### config.mk
export PLATFORM = sky130hd
export DESIGN_NAME = gemm_seq_ctrl_flat
export DESIGN_NICKNAME = d
export VERILOG_FILES = /design/src/rtl/gemm_pkg.sv /design/src/rtl/gemm_seq_ctrl_if.sv /design/src/rtl/gemm_seq_ctrl_valid_delay_line.sv /design/src/rtl/gemm_seq_ctrl.sv /design/src/flat_wrapper.sv
export SDC_FILE = /design/constraint.sdc
export NUM_CORES = 1
export LEC_CHECK = 0
export ABC_AREA = 1
export BUFFER_PORTS_ARGS = -buffer_cell sky130_fd_sc_hd__buf_2
export CAP_MARGIN = 20
export CORE_MARGIN = 10
export CORE_UTILIZATION = 45
export DETAILED_ROUTE_END_ITERATION = 8
export PLACE_DENSITY = 0.75
export RECOVER_POWER = 50
export SLEW_MARGIN = 5
export SYNTH_ARGS = -nofsm -noshare
export SYNTH_HDL_FRONTEND = slang
export SYNTH_SLANG_ARGS = --single-unit
### constraint.sdc
create_clock -name clk -period 2.4 [get_ports clk]
set_clock_uncertainty 0.15 [all_clocks]
set_input_delay 0.12 -clock clk [delete_from_list [all_inputs] [get_ports clk]]
set_output_delay 0.12 -clock clk [all_outputs]
set_load 0.02 [all_outputs]
### src/rtl/gemm_pkg.sv
// Shared opcodes, buffer-state encodings and FSM states for the GEMM
// CFU sequencer and its testbench.
package gemm_pkg;

  localparam logic [2:0] F_SETK  = 3'd0;
  localparam logic [2:0] F_START = 3'd1;
  localparam logic [2:0] F_PUSH  = 3'd2;
  localparam logic [2:0] F_READ  = 3'd3;
  localparam logic [2:0] F_CLR   = 3'd4;
  localparam logic [2:0] F_STAT  = 3'd5;

  localparam logic [7:0] BS_INIT = 8'd0;
  localparam logic [7:0] BS_DONE = 8'd1;

  localparam logic [31:0] RSP_BAD_OP = 32'hFFFF_FFFF;

  typedef enum logic [2:0] {
    ST_IDLE,
    ST_STREAM,
    ST_DRAIN,
    ST_READ,
    ST_RESP
  } state_t;

endpackage

### src/rtl/gemm_seq_ctrl_if.sv
// CPU command/response handshake bundle between the CFU front end and the
// GEMM sequencer.
interface gemm_seq_ctrl_if;
  logic        cmd_valid;
  logic        cmd_ready;
  logic [2:0]  cmd_funct;
  logic [31:0] cmd_in0;
  logic [31:0] cmd_in1;
  logic        rsp_valid;
  logic        rsp_ready;
  logic [31:0] rsp_data;

  modport master (
    output cmd_valid, cmd_funct, cmd_in0, cmd_in1, rsp_ready,
    input  cmd_ready, rsp_valid, rsp_data
  );

  modport slave (
    input  cmd_valid, cmd_funct, cmd_in0, cmd_in1, rsp_ready,
    output cmd_ready, rsp_valid, rsp_data
  );
endinterface

### src/rtl/gemm_seq_ctrl_valid_delay_line.sv
// Delays the buffer DONE level by the buffer read latency so that it lines
// up with operands arriving at the systolic array.
module valid_delay_line #(
  parameter int DEPTH = 2
) (
  input  logic clk,
  input  logic rst_n,
  input  logic din,
  output logic dout
);

  logic [DEPTH-1:0] sr_q;
  logic [DEPTH-1:0] sr_d;

  generate
    if (DEPTH == 1) begin : g_single
      assign sr_d = din;
    end else begin : g_multi
      assign sr_d = {sr_q[DEPTH-2:0], din};
    end
  endgenerate

  always_ff @(posedge clk or negedge rst_n) begin
    if (!rst_n) sr_q <= '0;
    else        sr_q <= sr_d;
  end

  assign dout = sr_q[DEPTH-1];

endmodule

### src/rtl/gemm_seq_ctrl.sv
// Decodes CPU commands into A/B buffer strobes, sequences the K-long operand
// stream plus array drain, and answers the CPU when the work is complete.
module gemm_seq_ctrl
  import gemm_pkg::*;
#(
  parameter int IDX_W     = 16,
  parameter int RD_LAT    = 2,
  parameter int DRAIN_CYC = 7,
  parameter int ACC_AW    = 4
) (
  input  logic              clk,
  input  logic              rst_n,
  gemm_seq_ctrl_if.slave    cpu,
  output logic [2:0]        buf_funct,
  output logic [31:0]       buf_in0,
  output logic [31:0]       buf_in1,
  output logic [7:0]        buf_state,
  output logic [IDX_W-1:0]  k_len,
  output logic              sa_valid,
  output logic              sa_clear,
  output logic [ACC_AW-1:0] acc_addr,
  input  logic [31:0]       acc_data,
  output logic              busy
);

  // DRAIN covers the read-latency tail of sa_valid plus the array flush.
  localparam int DRAIN_TOT = RD_LAT + DRAIN_CYC;
  localparam int DCNT_W    = $clog2(DRAIN_TOT + 1);
  localparam logic [DCNT_W-1:0] DCNT_LAST = DCNT_W'(DRAIN_TOT - 1);

  state_t            state_q, state_d;
  logic [IDX_W-1:0]  k_len_q, k_len_d;
  logic [IDX_W-1:0]  cnt_q, cnt_d;
  logic [DCNT_W-1:0] dcnt_q, dcnt_d;
  logic              cmd_ready_q, cmd_ready_d;
  logic              busy_q, busy_d;
  logic              rsp_valid_q, rsp_valid_d;
  logic [31:0]       rsp_data_q, rsp_data_d;
  logic [2:0]        buf_funct_q, buf_funct_d;
  logic [31:0]       buf_in0_q, buf_in0_d;
  logic [31:0]       buf_in1_q, buf_in1_d;
  logic [7:0]        buf_state_q, buf_state_d;
  logic              sa_clear_q, sa_clear_d;
  logic [ACC_AW-1:0] acc_addr_q, acc_addr_d;

  logic              accept;
  logic              go_rsp;
  logic [31:0]       rsp_val;
  logic [IDX_W:0]    k_plus1;

  assign accept  = cpu.cmd_valid & cmd_ready_q;
  // Extra bit keeps k_len=all-ones from wrapping to a zero count.
  assign k_plus1 = (IDX_W+1)'(k_len_q) + (IDX_W+1)'(1);

  always_comb begin
    state_d     = state_q;
    k_len_d     = k_len_q;
    cnt_d       = cnt_q;
    dcnt_d      = dcnt_q;
    rsp_valid_d = rsp_valid_q;
    rsp_data_d  = rsp_data_q;
    buf_funct_d = 3'd0;
    buf_in0_d   = buf_in0_q;
    buf_in1_d   = buf_in1_q;
    buf_state_d = buf_state_q;
    sa_clear_d  = 1'b0;
    acc_addr_d  = acc_addr_q;
    go_rsp      = 1'b0;
    rsp_val     = 32'd0;

    case (state_q)
      ST_IDLE: begin
        if (accept) begin
          buf_in0_d = cpu.cmd_in0;
          buf_in1_d = cpu.cmd_in1;
          case (cpu.cmd_funct)
            F_SETK: begin
              k_len_d = cpu.cmd_in0[IDX_W-1:0];
              go_rsp  = 1'b1;
            end
            F_PUSH, F_CLR: begin
              buf_funct_d = cpu.cmd_funct;
              go_rsp      = 1'b1;
            end
            F_STAT: begin
              rsp_val = 32'(k_len_q);
              go_rsp  = 1'b1;
            end
            F_START: begin
              sa_clear_d  = 1'b1;
              buf_state_d = BS_DONE;
              cnt_d       = '0;
              state_d     = ST_STREAM;
            end
            F_READ: begin
              acc_addr_d = cpu.cmd_in0[ACC_AW-1:0];
              state_d    = ST_READ;
            end
            default: begin
              rsp_val = RSP_BAD_OP;
              go_rsp  = 1'b1;
            end
          endcase
        end
      end
      ST_STREAM: begin
        if (cnt_q == k_len_q) begin
          buf_state_d = BS_INIT;
          dcnt_d      = '0;
          state_d     = ST_DRAIN;
        end else begin
          cnt_d = cnt_q + 1'b1;
        end
      end
      ST_DRAIN: begin
        if (dcnt_q == DCNT_LAST) begin
          rsp_val = 32'(k_plus1);
          go_rsp  = 1'b1;
        end else begin
          dcnt_d = dcnt_q + 1'b1;
        end
      end
      ST_READ: begin
        rsp_val = acc_data;
        go_rsp  = 1'b1;
      end
      ST_RESP: begin
        if (cpu.rsp_ready) begin
          rsp_valid_d = 1'b0;
          state_d     = ST_IDLE;
        end
      end
      default: state_d = ST_IDLE;
    endcase

    if (go_rsp) begin
      rsp_valid_d = 1'b1;
      rsp_data_d  = rsp_val;
      state_d     = ST_RESP;
    end

    cmd_ready_d = (state_d == ST_IDLE);
    busy_d      = (state_d != ST_IDLE);
  end

  always_ff @(posedge clk or negedge rst_n) begin
    if (!rst_n) begin
      state_q     <= ST_IDLE;
      k_len_q     <= '0;
      cnt_q       <= '0;
      dcnt_q      <= '0;
      cmd_ready_q <= 1'b1;
      busy_q      <= 1'b0;
      rsp_valid_q <= 1'b0;
      rsp_data_q  <= '0;
      buf_funct_q <= '0;
      buf_in0_q   <= '0;
      buf_in1_q   <= '0;
      buf_state_q <= BS_INIT;
      sa_clear_q  <= 1'b0;
      acc_addr_q  <= '0;
    end else begin
      state_q     <= state_d;
      k_len_q     <= k_len_d;
      cnt_q       <= cnt_d;
      dcnt_q      <= dcnt_d;
      cmd_ready_q <= cmd_ready_d;
      busy_q      <= busy_d;
      rsp_valid_q <= rsp_valid_d;
      rsp_data_q  <= rsp_data_d;
      buf_funct_q <= buf_funct_d;
      buf_in0_q   <= buf_in0_d;
      buf_in1_q   <= buf_in1_d;
      buf_state_q <= buf_state_d;
      sa_clear_q  <= sa_clear_d;
      acc_addr_q  <= acc_addr_d;
    end
  end

  valid_delay_line #(.DEPTH(RD_LAT)) u_vld_dly (
    .clk   (clk),
    .rst_n (rst_n),
    .din   (buf_state_q == BS_DONE),
    .dout  (sa_valid)
  );

  assign cpu.cmd_ready = cmd_ready_q;
  assign cpu.rsp_valid = rsp_valid_q;
  assign cpu.rsp_data  = rsp_data_q;
  assign buf_funct     = buf_funct_q;
  assign buf_in0       = buf_in0_q;
  assign buf_in1       = buf_in1_q;
  assign buf_state     = buf_state_q;
  assign k_len         = k_len_q;
  assign sa_clear      = sa_clear_q;
  assign acc_addr      = acc_addr_q;
  assign busy          = busy_q;

endmodule

### src/flat_wrapper.sv
// flat-port wrapper written by rule: the top's interface ports become plain ports
module gemm_seq_ctrl_flat import gemm_pkg::*;
#(
  parameter int IDX_W     = 16,
  parameter int RD_LAT    = 2,
  parameter int DRAIN_CYC = 7,
  parameter int ACC_AW    = 4
)
  (clk, rst_n, buf_funct, buf_in0, buf_in1, buf_state, k_len, sa_valid, sa_clear, acc_addr, acc_data, busy, cpu_cmd_valid, cpu_cmd_funct, cpu_cmd_in0, cpu_cmd_in1, cpu_rsp_ready, cpu_cmd_ready, cpu_rsp_valid, cpu_rsp_data);
  gemm_seq_ctrl_if cpu_i ();
  input  logic clk;
  input  logic rst_n;
  output logic [2:0] buf_funct;
  output logic [31:0] buf_in0;
  output logic [31:0] buf_in1;
  output logic [7:0] buf_state;
  output logic [IDX_W-1:0] k_len;
  output logic sa_valid;
  output logic sa_clear;
  output logic [ACC_AW-1:0] acc_addr;
  input  logic [31:0] acc_data;
  output logic busy;
  input wire logic [$bits(cpu_i.cmd_valid)-1:0] cpu_cmd_valid;
  input wire logic [$bits(cpu_i.cmd_funct)-1:0] cpu_cmd_funct;
  input wire logic [$bits(cpu_i.cmd_in0)-1:0] cpu_cmd_in0;
  input wire logic [$bits(cpu_i.cmd_in1)-1:0] cpu_cmd_in1;
  input wire logic [$bits(cpu_i.rsp_ready)-1:0] cpu_rsp_ready;
  output wire logic [$bits(cpu_i.cmd_ready)-1:0] cpu_cmd_ready;
  output wire logic [$bits(cpu_i.rsp_valid)-1:0] cpu_rsp_valid;
  output wire logic [$bits(cpu_i.rsp_data)-1:0] cpu_rsp_data;
  assign cpu_i.cmd_valid = cpu_cmd_valid;
  assign cpu_i.cmd_funct = cpu_cmd_funct;
  assign cpu_i.cmd_in0 = cpu_cmd_in0;
  assign cpu_i.cmd_in1 = cpu_cmd_in1;
  assign cpu_i.rsp_ready = cpu_rsp_ready;
  assign cpu_cmd_ready = cpu_i.cmd_ready;
  assign cpu_rsp_valid = cpu_i.rsp_valid;
  assign cpu_rsp_data = cpu_i.rsp_data;
  gemm_seq_ctrl #(.IDX_W(IDX_W), .RD_LAT(RD_LAT), .DRAIN_CYC(DRAIN_CYC), .ACC_AW(ACC_AW)) u_core (.clk(clk), .rst_n(rst_n), .cpu(cpu_i), .buf_funct(buf_funct), .buf_in0(buf_in0), .buf_in1(buf_in1), .buf_state(buf_state), .k_len(k_len), .sa_valid(sa_valid), .sa_clear(sa_clear), .acc_addr(acc_addr), .acc_data(acc_data), .busy(busy));
endmodule
==> impl_metrics.py, run 1 <==
metrics = {
    "sta": {
        "setup_violations": 0,
        "max_freq_mhz": 466,
        "holdWs_ns": 0.199,
        "slew_viol_final": 58,
        "hold_viol_final": 0,
        "grt_setup_unrepaired": "false",
        "period_share_pct": 89.3,
        "tns_ns": 0,
        "period_minus_slack_ns": 2.14,
        "fin_ws_ns": 0.256,
        "tightestPinTransition_ns": 1.60,
        "slew_headroom_pct": -6.67,
    },
    "placement": {
        "gp_congestion": 0.940,
        "port_buffers": 227,
        "dp_hpwl_um": 17700,
        "pre_cts_ws_ns": 0.291,
        "post_dp_cell_area_mm2": 0.00852,
        "post-place-cells": 1342,
    },
    "floorplan": {
        "die-height_um": 146,
        "io_pins": 235,
        "initial_core_util_pct": 45.6,
        "core_mm2": 0.0157,
        "fp.dieW_um": 146,
        "rows": 46,
        "dieArea_mm2": 0.0214,
    },
    "global_route": {
        "track_usage_pct": 23.5,
        "grt_pass1_wl_um": 40600,
        "antenna_found_initial": 2,
        "grt_max_degree": 60,
        "grt_overflow_total": 0,
        "grt_pass1_vias": 7407,
    },
    "clocking": {
        "cts_buffers": 17,
        "post_cts_resize_count": 0,
        "tritoncts": "yes",
        "cts_root_buf": "clkbuf_16",
        "cts_buffer_depth": 2,
        "htree_levels": 4,
        "cts_sinks": 149,
        "clkLatencyLatePin_ns": 0.42,
        "post_cts_buffers": 0,
        "path_clk_slew_ns": 0.06,
    },
    "synth": {
        "ys_top_cells_by_area": "dfrtp_1 52%, nand2_1 19%, inv_1 3.7%",
        "synth-adder-area-share_pct": 0.699,
        "netlist_instances": 915,
        "synthMuxAreaShare_pct": 0,
        "yosys.area_share.simple_pct": 31.0,
        "synth-seq-cells": 149,
        "synthDistinctLibCells": 35,
        "synth-xor-area-share_pct": 1.71,
        "netlist.top_cell.by_area": "dfrtp_1",
        "synth_top_family_by_area": "simple AND/OR/NAND/NOR gates",
        "syn_area_mm2": 0.00716,
        "synth-compound-area-share_pct": 6.90,
        "ys_seq_area_share_pct": 52.1,
        "synth_top_area_share_pct": 51.7,
        "syn-mean-instance-area_um2": 7.83,
        "yosys_warnings": 0,
    },
    "worst_setup_path": {
        "critPathLaunchType": "register",
        "cp_data_arrival_time_ns": 2.27,
        "critPathMaxFanout": 27,
        "cp.required_ns": 2.53,
        "end_kind": "register",
        "crit_type": "reg -> reg",
    },
    "finish": {
        "final_cell_mix": "372 x nand2_1, 166 x buf_2, 148 x dfrtp_1",
        "fin_cells": 1477,
        "fin_nets": 1354,
        "final_area_mm2": 0.0101,
        "final_common_cell": "nand2_1",
        "drive_gt1_share_pct": 19.1,
        "syn_to_final_growth_pct": 40.7,
    },
    "routing": {
        "final_antenna_net_count": 0,
        "wl_per_cell_um": 17.3,
        "wl_um": 25600,
        "first_pass_iters": 6,
        "drc": 0,
        "first_iter_violations": 564,
        "routed_via_density": 5.04,
        "vias": 7440,
    },
    "run_status": {
        "outcome": "finished, violations left",
        "failed_checks": "max-capacitance violations, max-slew violations",
    },
    "power": {
        "ir_drop_mv": 0.761,
        "cellLeakagePower_nw": 5.20,
        "powerDensity_mw_per_mm2": 1220,
    },
    "job": {
        "max_cap_viol_count": 1,
    },
    "min_path": {
        "hold_class": "reg -> reg",
    },
}
==> flip-flops by register name (all words and copies together), names as in the netlist <==
| signal | cells |
|---|---|
| u_core.cpu.cmd_ready | 1 |
| u_core.u_vld_dly.sr_q | 2 |
| u_core.dcnt_q | 4 |
| u_core.acc_addr | 4 |
| u_core.buf_state | 1 |
| u_core.cpu.rsp_valid | 1 |
| u_core.cpu.rsp_data | 32 |
| u_core.state_q | 3 |
| u_core.k_len | 16 |
| u_core.cnt_q | 16 |
| u_core.buf_in0 | 32 |
| u_core.buf_funct | 3 |
| u_core.sa_clear | 1 |
| u_core.buf_in1 | 32 |
| u_core.busy | 1 |
==> metrics by stage <==
stage | util (%) | total power [mW]
detailed placement | 54.2 | 9.41
global route | 64.1 | 13.1
global placement | 54.2 | 9.30
CTS | 64.6 | 12.4
finish | 64.1 | 12.3
floorplan | - | 7.45
==> routing by layer <==
metal	routed length, µm	GRT usage (%)	up-vias
met4	926	10.4	0
met3	2520	8.53	65
met5	0	0	-
li1	-	-	3525
met1	10300	28.8	3465
met2	11800	36.4	385
==> cell families after synthesis <==
family	count (synthesis)
AO/OA/AOI/OAI	92
XOR/XNOR	14
adder cells (fa/ha/maj)	4
buffers and inverters	119
flip-flops	149
other	1
AND/OR/NAND/NOR	536
==> area by class of cell <==
type                       count  area (µm²)
clock buffer                  21         470
sequential                   149        3730
timing repair buffer         348        2250
fill                        1302        5640
multi-input combinational    654        2920
antenna                        2        5.00
inverter                      77         289
tap                          216         270
clock inverter                10         145
==> cell usage after synthesis <==
cell type  count
xnor2_1        2
nand3_4        1
clkbuf_1      11
o2111ai_1      6
buf_2         16
conb_1         1
inv_2          6
ha_1           4
nand3_2        1
nor2_4         1
nor2_2         4
and2_1         1
nand4_1        9
dfstp_2        1
nor3_4         2
nand2_1      372
o211ai_1       1
nor3b_1        1
dfrtp_1      148
nor3_2         1
xor2_1        12
nand3b_1       2
nand3_1       51
a22oi_1        2
nand2_2        5
o21ai_1        7
inv_1         71
nand4_2        1
a21oi_1       30
o21ai_0       45
a21oi_2        1
nor3_1        17
buf_6          4
nor2_1        67
buf_4         11
==> where the power goes <==
part	switching, mW	leakage [nW]	total [mW]	internal, mW
logic	3.62	3.01	5.18	1.56
registers	0.790	1.89	4.32	3.53
clock network	1.06	0.297	2.78	1.72
total	5.47	5.20	12.3	6.81
==> critical path, stage by stage (launching register included) <==
cell and delay [ns]:
dfrtp_1 0.48, nor2_2 0.15, nand2_2 0.11, nor2_4 0.22, nand2_1 0.14, nand2_2 0.21, inv_2 0.27, nand2_1 0.14
o2111ai_1 0.13
==> timing repair <==
item	4_1_cts	5_1_grt
endpoints found under the setup margin	0	0
hold buffers	102	0
hold endpoints to repair	212	0
==> path summary, 6_finish.rpt <==
kind,endpoint,depth (start not counted),startpoint,slack (ns)
min in group asynchronous,u_core.k_len[12]$_DFFE_PN0P_,2,rst_n,0.51
worst min-delay path,u_core.u_vld_dly.sr_q[1]$_DFF_PN0_,0,u_core.u_vld_dly.sr_q[0]$_DFF_PN0_,0.20
worst min register to register,u_core.u_vld_dly.sr_q[1]$_DFF_PN0_,0,u_core.u_vld_dly.sr_q[0]$_DFF_PN0_,0.20
worst max-delay path,u_core.cpu.rsp_data[9]$_DFFE_PN0P_,8,u_core.state_q[1]$_DFF_PN0_,0.26
max in group asynchronous,u_core.buf_in1[19]$_DFFE_PN0P_,3,rst_n,0.39
worst max register to register,u_core.cpu.rsp_data[9]$_DFFE_PN0P_,8,u_core.state_q[1]$_DFF_PN0_,0.26
Note: power is estimated with default switching activity, not from simulation.
==> inputs of run 2 (changes only) <==
Settings changed: CORE_ASPECT_RATIO set to 1.5, SETUP_SLACK_MARGIN set to 0.2.
==> impl_metrics.py, run 2 (synthesis results as in run 1) <==
metrics = {
    "power": {
        "p_sw_mw": 5.53,
        "total_power_mw": 12.0,
        "switching_share_pct": 46.2,
        "clkPwrFrac_pct": 20.8,
        "ir_drop_mv": 0.693,
        "combPwrFrac_pct": 43.0,
        "power_frac_seq_pct": 36.2,
        "cellLeakagePower_nw": 5.15,
        "powerDensity_mw_per_mm2": 1200,
        "intPower_mw": 6.44,
    },
    "placement": {
        "dp_hpwl_um": 17600,
        "post_dp_cell_area_mm2": 0.00849,
        "gp_congestion": 0.974,
        "port_buffers": 227,
        "pre_cts_ws_ns": 0.307,
    },
    "finish": {
        "final_area_mm2": 0.00998,
        "final_cell_mix": "372 x nand2_1, 166 x buf_2, 148 x dfrtp_1",
        "final_core_util_pct": 63.9,
        "fin_nets": 1354,
        "syn_to_final_growth_pct": 39.4,
        "final_common_cell": "nand2_1",
        "drive_gt1_share_pct": 19.0,
    },
    "floorplan": {
        "die-height_um": 175,
        "io_pins": 235,
        "core_mm2": 0.0156,
        "dieArea_mm2": 0.0215,
        "initial_core_util_pct": 45.8,
        "rows": 56,
        "fp.dieW_um": 123,
    },
    "routing": {
        "wl_per_cell_um": 17.6,
        "routed_via_density": 5.09,
        "vias": 7457,
        "final_antenna_net_count": 0,
        "first_pass_iters": 7,
        "first_iter_violations": 550,
        "drc": 0,
        "wl_um": 25700,
    },
    "worst_setup_path": {
        "crit_type": "reg -> reg",
        "cp.required_ns": 2.56,
        "critPathLaunchType": "register",
        "cp_data_arrival_time_ns": 2.21,
        "end_kind": "register",
        "critPathMaxFanout": 19,
    },
    "global_route": {
        "grt_pass1_wl_um": 40300,
        "track_usage_pct": 23.9,
        "antenna_found_initial": 2,
        "grt_overflow_total": 0,
        "grt_pass1_vias": 7745,
        "grt_max_degree": 81,
    },
    "clocking": {
        "clkLatencyLatePin_ns": 0.42,
        "cts_sinks": 149,
        "cts_root_buf": "clkbuf_16",
        "cts_buffers": 17,
        "path_clk_slew_ns": 0.06,
        "post_cts_buffers": 0,
        "tritoncts": "yes",
        "htree_levels": 4,
        "cts_buffer_depth": 2,
    },
    "sta": {
        "slew_headroom_pct": 1.98,
        "slew_viol_final": 0,
        "fin_ws_ns": 0.352,
        "tightestPinTransition_ns": 1.47,
        "tns_ns": 0,
        "setup_violations": 0,
        "period_minus_slack_ns": 2.05,
        "grt_setup_unrepaired": "true",
        "period_share_pct": 85.4,
        "hold_viol_final": 0,
        "max_freq_mhz": 488,
    },
    "run_status": {
        "outcome": "completed",
    },
    "min_path": {
        "hold_class": "reg -> reg",
    },
    "job": {
        "max_cap_viol_count": 0,
    },
}
run 2: cell count changes in the layout (fill, tap and decap cells not counted), sizes merged:
cell / before / now
buf: 184 / 183
bufinv: 3 / 0
clkbuf: 83 / 84
clkinv: 2 / 1
clkinvlp: 2 / 4
inv: 80 / 83
run 2: final timing paths:
check / from / cells past startpoint / end / slack [ns]
min in group asynchronous: rst_n / 2 / u_core.k_len[13]$_DFFE_PN0P_ / 0.45
hold reg to reg: u_core.u_vld_dly.sr_q[0]$_DFF_PN0_ / 0 / u_core.u_vld_dly.sr_q[1]$_DFF_PN0_ / 0.20
hold / removal: u_core.u_vld_dly.sr_q[0]$_DFF_PN0_ / 0 / u_core.u_vld_dly.sr_q[1]$_DFF_PN0_ / 0.20
setup / recovery: u_core.state_q[1]$_DFF_PN0_ / 7 / u_core.cpu.rsp_data[7]$_DFFE_PN0P_ / 0.35
max in group asynchronous: rst_n / 3 / u_core.cpu.cmd_ready$_DFF_PN1_ / 0.44
setup reg to reg: u_core.state_q[1]$_DFF_PN0_ / 7 / u_core.cpu.rsp_data[7]$_DFFE_PN0P_ / 0.35
run 2: through the flow:
stage	std cells	hold slack, ns
floorplan	922	-0.326
global placement	1329	-0.0183
detailed placement	1329	-0.0194
CTS	1463	0.106
global route	1465	0.209
finish	1465	0.203
run 2: critical path, stage by stage (launching register included):
cell and delay, ns:
dfrtp_1 0.49, nor2_2 0.17, nand2_2 0.11, nor2_4 0.19, nand2_1 0.28, inv_4 0.32, a21oi_1 0.10, o2111ai_1 0.14
run 2: final cells by class:
class | count | area (µm²)
multi-input combinational | 654 | 2930
clock buffer | 21 | 450
timing repair buffer | 348 | 2230
antenna | 2 | 5.00
fill | 1282 | 5640
clock inverter | 11 | 93.8
inverter | 77 | 294
tap | 203 | 254
sequential | 149 | 3730
run 2: layer usage:
| metal | vias up | global-route usage, % | share of wire, % |
|---|---|---|---|
| li1 | 3527 | - | - |
| met5 | - | 0 | 0 |
| met2 | 393 | 40.5 | 50 |
| met3 | 94 | 7.01 | 8.7 |
| met4 | 0 | 12.9 | 5.4 |
| met1 | 3443 | 25.9 | 36 |
run 2: what timing repair did:
item,4_1_cts,5_1_grt
hold endpoints to repair,216,0
gates resized for setup,0,5
hold buffers,102,0
endpoints found under the setup margin,0,10
run 2: power groups by stage:
| stage | registers [mW] | clock network (mW) | logic, mW |
|---|---|---|---|
| after CTS | 4.27 | 2.52 | 5.21 |
| after floorplan | 5.33 | 0 | 2.13 |
| after global placement | 4.25 | 0 | 5.01 |
| after detailed placement | 4.27 | 0 | 5.08 |
| after global routing | 4.43 | 2.62 | 5.69 |
| final | 4.33 | 2.50 | 5.15 |
==> inputs of run 3 (changes only) <==
Settings changed: SETUP_SLACK_MARGIN 0.2 to 0.4.
==> impl_metrics.py, run 3 (synthesis results as in run 1) <==
metrics = {
    "routing": {
        "wl_per_cell_um": 17.6,
        "final_antenna_net_count": 0,
        "wl_um": 25900,
        "first_iter_violations": 518,
        "drc": 0,
        "routed_via_density": 5.12,
        "vias": 7555,
        "first_pass_iters": 5,
    },
    "worst_setup_path": {
        "critPathMaxFanout": 7,
        "cp.required_ns": 2.56,
        "timing.reg2reg.worst_path_depth": 12,
        "crit_type": "reg -> reg",
        "critPathLaunchType": "register",
        "end_kind": "register",
        "cp_data_arrival_time_ns": 2.12,
    },
    "power": {
        "ir_drop_mv": 0.701,
        "powerDensity_mw_per_mm2": 1200,
        "cellLeakagePower_nw": 5.19,
    },
    "sta": {
        "slew_viol_final": 0,
        "hold_viol_final": 0,
        "setup_violations": 0,
        "fin_ws_ns": 0.442,
        "holdWs_ns": 0.203,
        "tightestPinTransition_ns": 1.47,
        "tns_ns": 0,
        "grt_setup_unrepaired": "true",
        "period_minus_slack_ns": 1.96,
        "slew_headroom_pct": 1.82,
        "max_freq_mhz": 511,
        "period_share_pct": 81.6,
    },
    "global_route": {
        "antenna_found_initial": 2,
        "grt_pass1_wl_um": 40300,
        "grt_overflow_total": 0,
        "track_usage_pct": 23.8,
        "grt_pass1_vias": 7742,
        "grt_max_degree": 81,
    },
    "finish": {
        "fin_nets": 1365,
        "final_common_cell": "nand2_1",
        "fillers": 1240,
        "final_cell_mix": "371 x nand2_1, 166 x buf_2, 126 x dfrtp_1",
        "syn_to_final_growth_pct": 42.1,
        "drive_gt1_share_pct": 22.1,
        "final_core_util_pct": 65.1,
    },
    "clocking": {
        "cts_sinks": 149,
        "htree_levels": 4,
        "clkLatencyLatePin_ns": 0.42,
        "cts_root_buf": "clkbuf_16",
        "path_clk_slew_ns": 0.07,
        "cts_buffer_depth": 2,
        "tritoncts": "yes",
        "cts_buffers": 17,
    },
    "min_path": {
        "hold_class": "reg -> reg",
        "hold_depth": 0,
    },
    "floorplan": {
        "core_mm2": 0.0156,
        "rows": 56,
        "fp.dieW_um": 123,
        "io_pins": 235,
        "die-height_um": 175,
        "initial_core_util_pct": 45.8,
        "dieArea_mm2": 0.0215,
    },
    "placement": {
        "gp_congestion": 0.974,
        "dp_hpwl_um": 17600,
        "port_buffers": 227,
        "pre_cts_ws_ns": 0.307,
    },
    "job": {
        "max_cap_viol_count": 0,
    },
    "run_status": {
        "outcome": "completed",
    },
}
## run 3: critical path, stage by stage, from the launching register on
cell,delay [ns]
dfrtp_1,0.47
inv_1,0.11
nand2_1,0.11
nand2_1,0.06
nor2_1,0.08
nand2_1,0.07
nor2_1,0.14
nand2_1,0.14
nand2_4,0.12
buf_4,0.16
nand2_1,0.11
nand2_1,0.09
nand2_1,0.04
## run 3: area by class of cell
| class | instances | area, µm² | share of cell area, % |
|---|---|---|---|
| flip-flops and latches | 149 | 3760 | 36.9 |
| multi-input cells | 654 | 2970 | 29.2 |
| repair buffers | 359 | 2340 | 23.0 |
| clock buffers | 21 | 450 | 4.43 |
| inverters | 77 | 300 | 2.95 |
| well taps | 203 | 254 | 2.50 |
| clock inverters | 11 | 93.8 | 0.922 |
| diodes | 2 | 5.00 | 0.0492 |
## run 3: where the power goes
group	switching, mW	internal, mW
Combinational	3.68	1.67
Sequential	0.793	3.55
Clock	1.13	1.38
## run 3: path summary, 6_finish.rpt
| path | slack [ns] | end | startpoint |
|---|---|---|---|
| max | 0.44 | u_core.dcnt_q[0]$_DFFE_PN0P_ | u_core.cnt_q[4]$_DFFE_PN0P_ |
| min | 0.20 | u_core.u_vld_dly.sr_q[1]$_DFF_PN0_ | u_core.u_vld_dly.sr_q[0]$_DFF_PN0_ |
| max reg2reg | 0.44 | u_core.dcnt_q[0]$_DFFE_PN0P_ | u_core.cnt_q[4]$_DFFE_PN0P_ |
| min reg2reg | 0.20 | u_core.u_vld_dly.sr_q[1]$_DFF_PN0_ | u_core.u_vld_dly.sr_q[0]$_DFF_PN0_ |
| max in group asynchronous | 0.51 | u_core.buf_in0[9]$_DFFE_PN0P_ | rst_n |
| min in group asynchronous | 0.45 | u_core.k_len[13]$_DFFE_PN0P_ | rst_n |
## run 3: layer usage
layer	global-route usage [%]	up-vias	share of wire, %
li1	-	3548	-
met1	26.0	3507	36
met2	40.3	405	50
met3	6.97	95	8.7
met4	12.8	0	5.1
met5	0	-	0
## run 3: what timing repair did
action	4_1_cts	5_1_grt
endpoints found under the setup margin	15	104
pin swaps	0	4
hold buffers	102	0
resized for setup	6	39
buffers inserted	0	11
gates cloned	0	0
hold endpoints to repair	216	0
## run 3: metrics by stage
stage	cells	instance area [µm²]	power (mW)
6_report	1476	10200	12.2
5_1_grt	1476	10200	13.0
4_1_cts	1463	10100	12.0
3_5_place_dp	1329	8490	9.35
3_3_place_gp	1329	8490	9.26
2_1_floorplan	922	7190	7.45
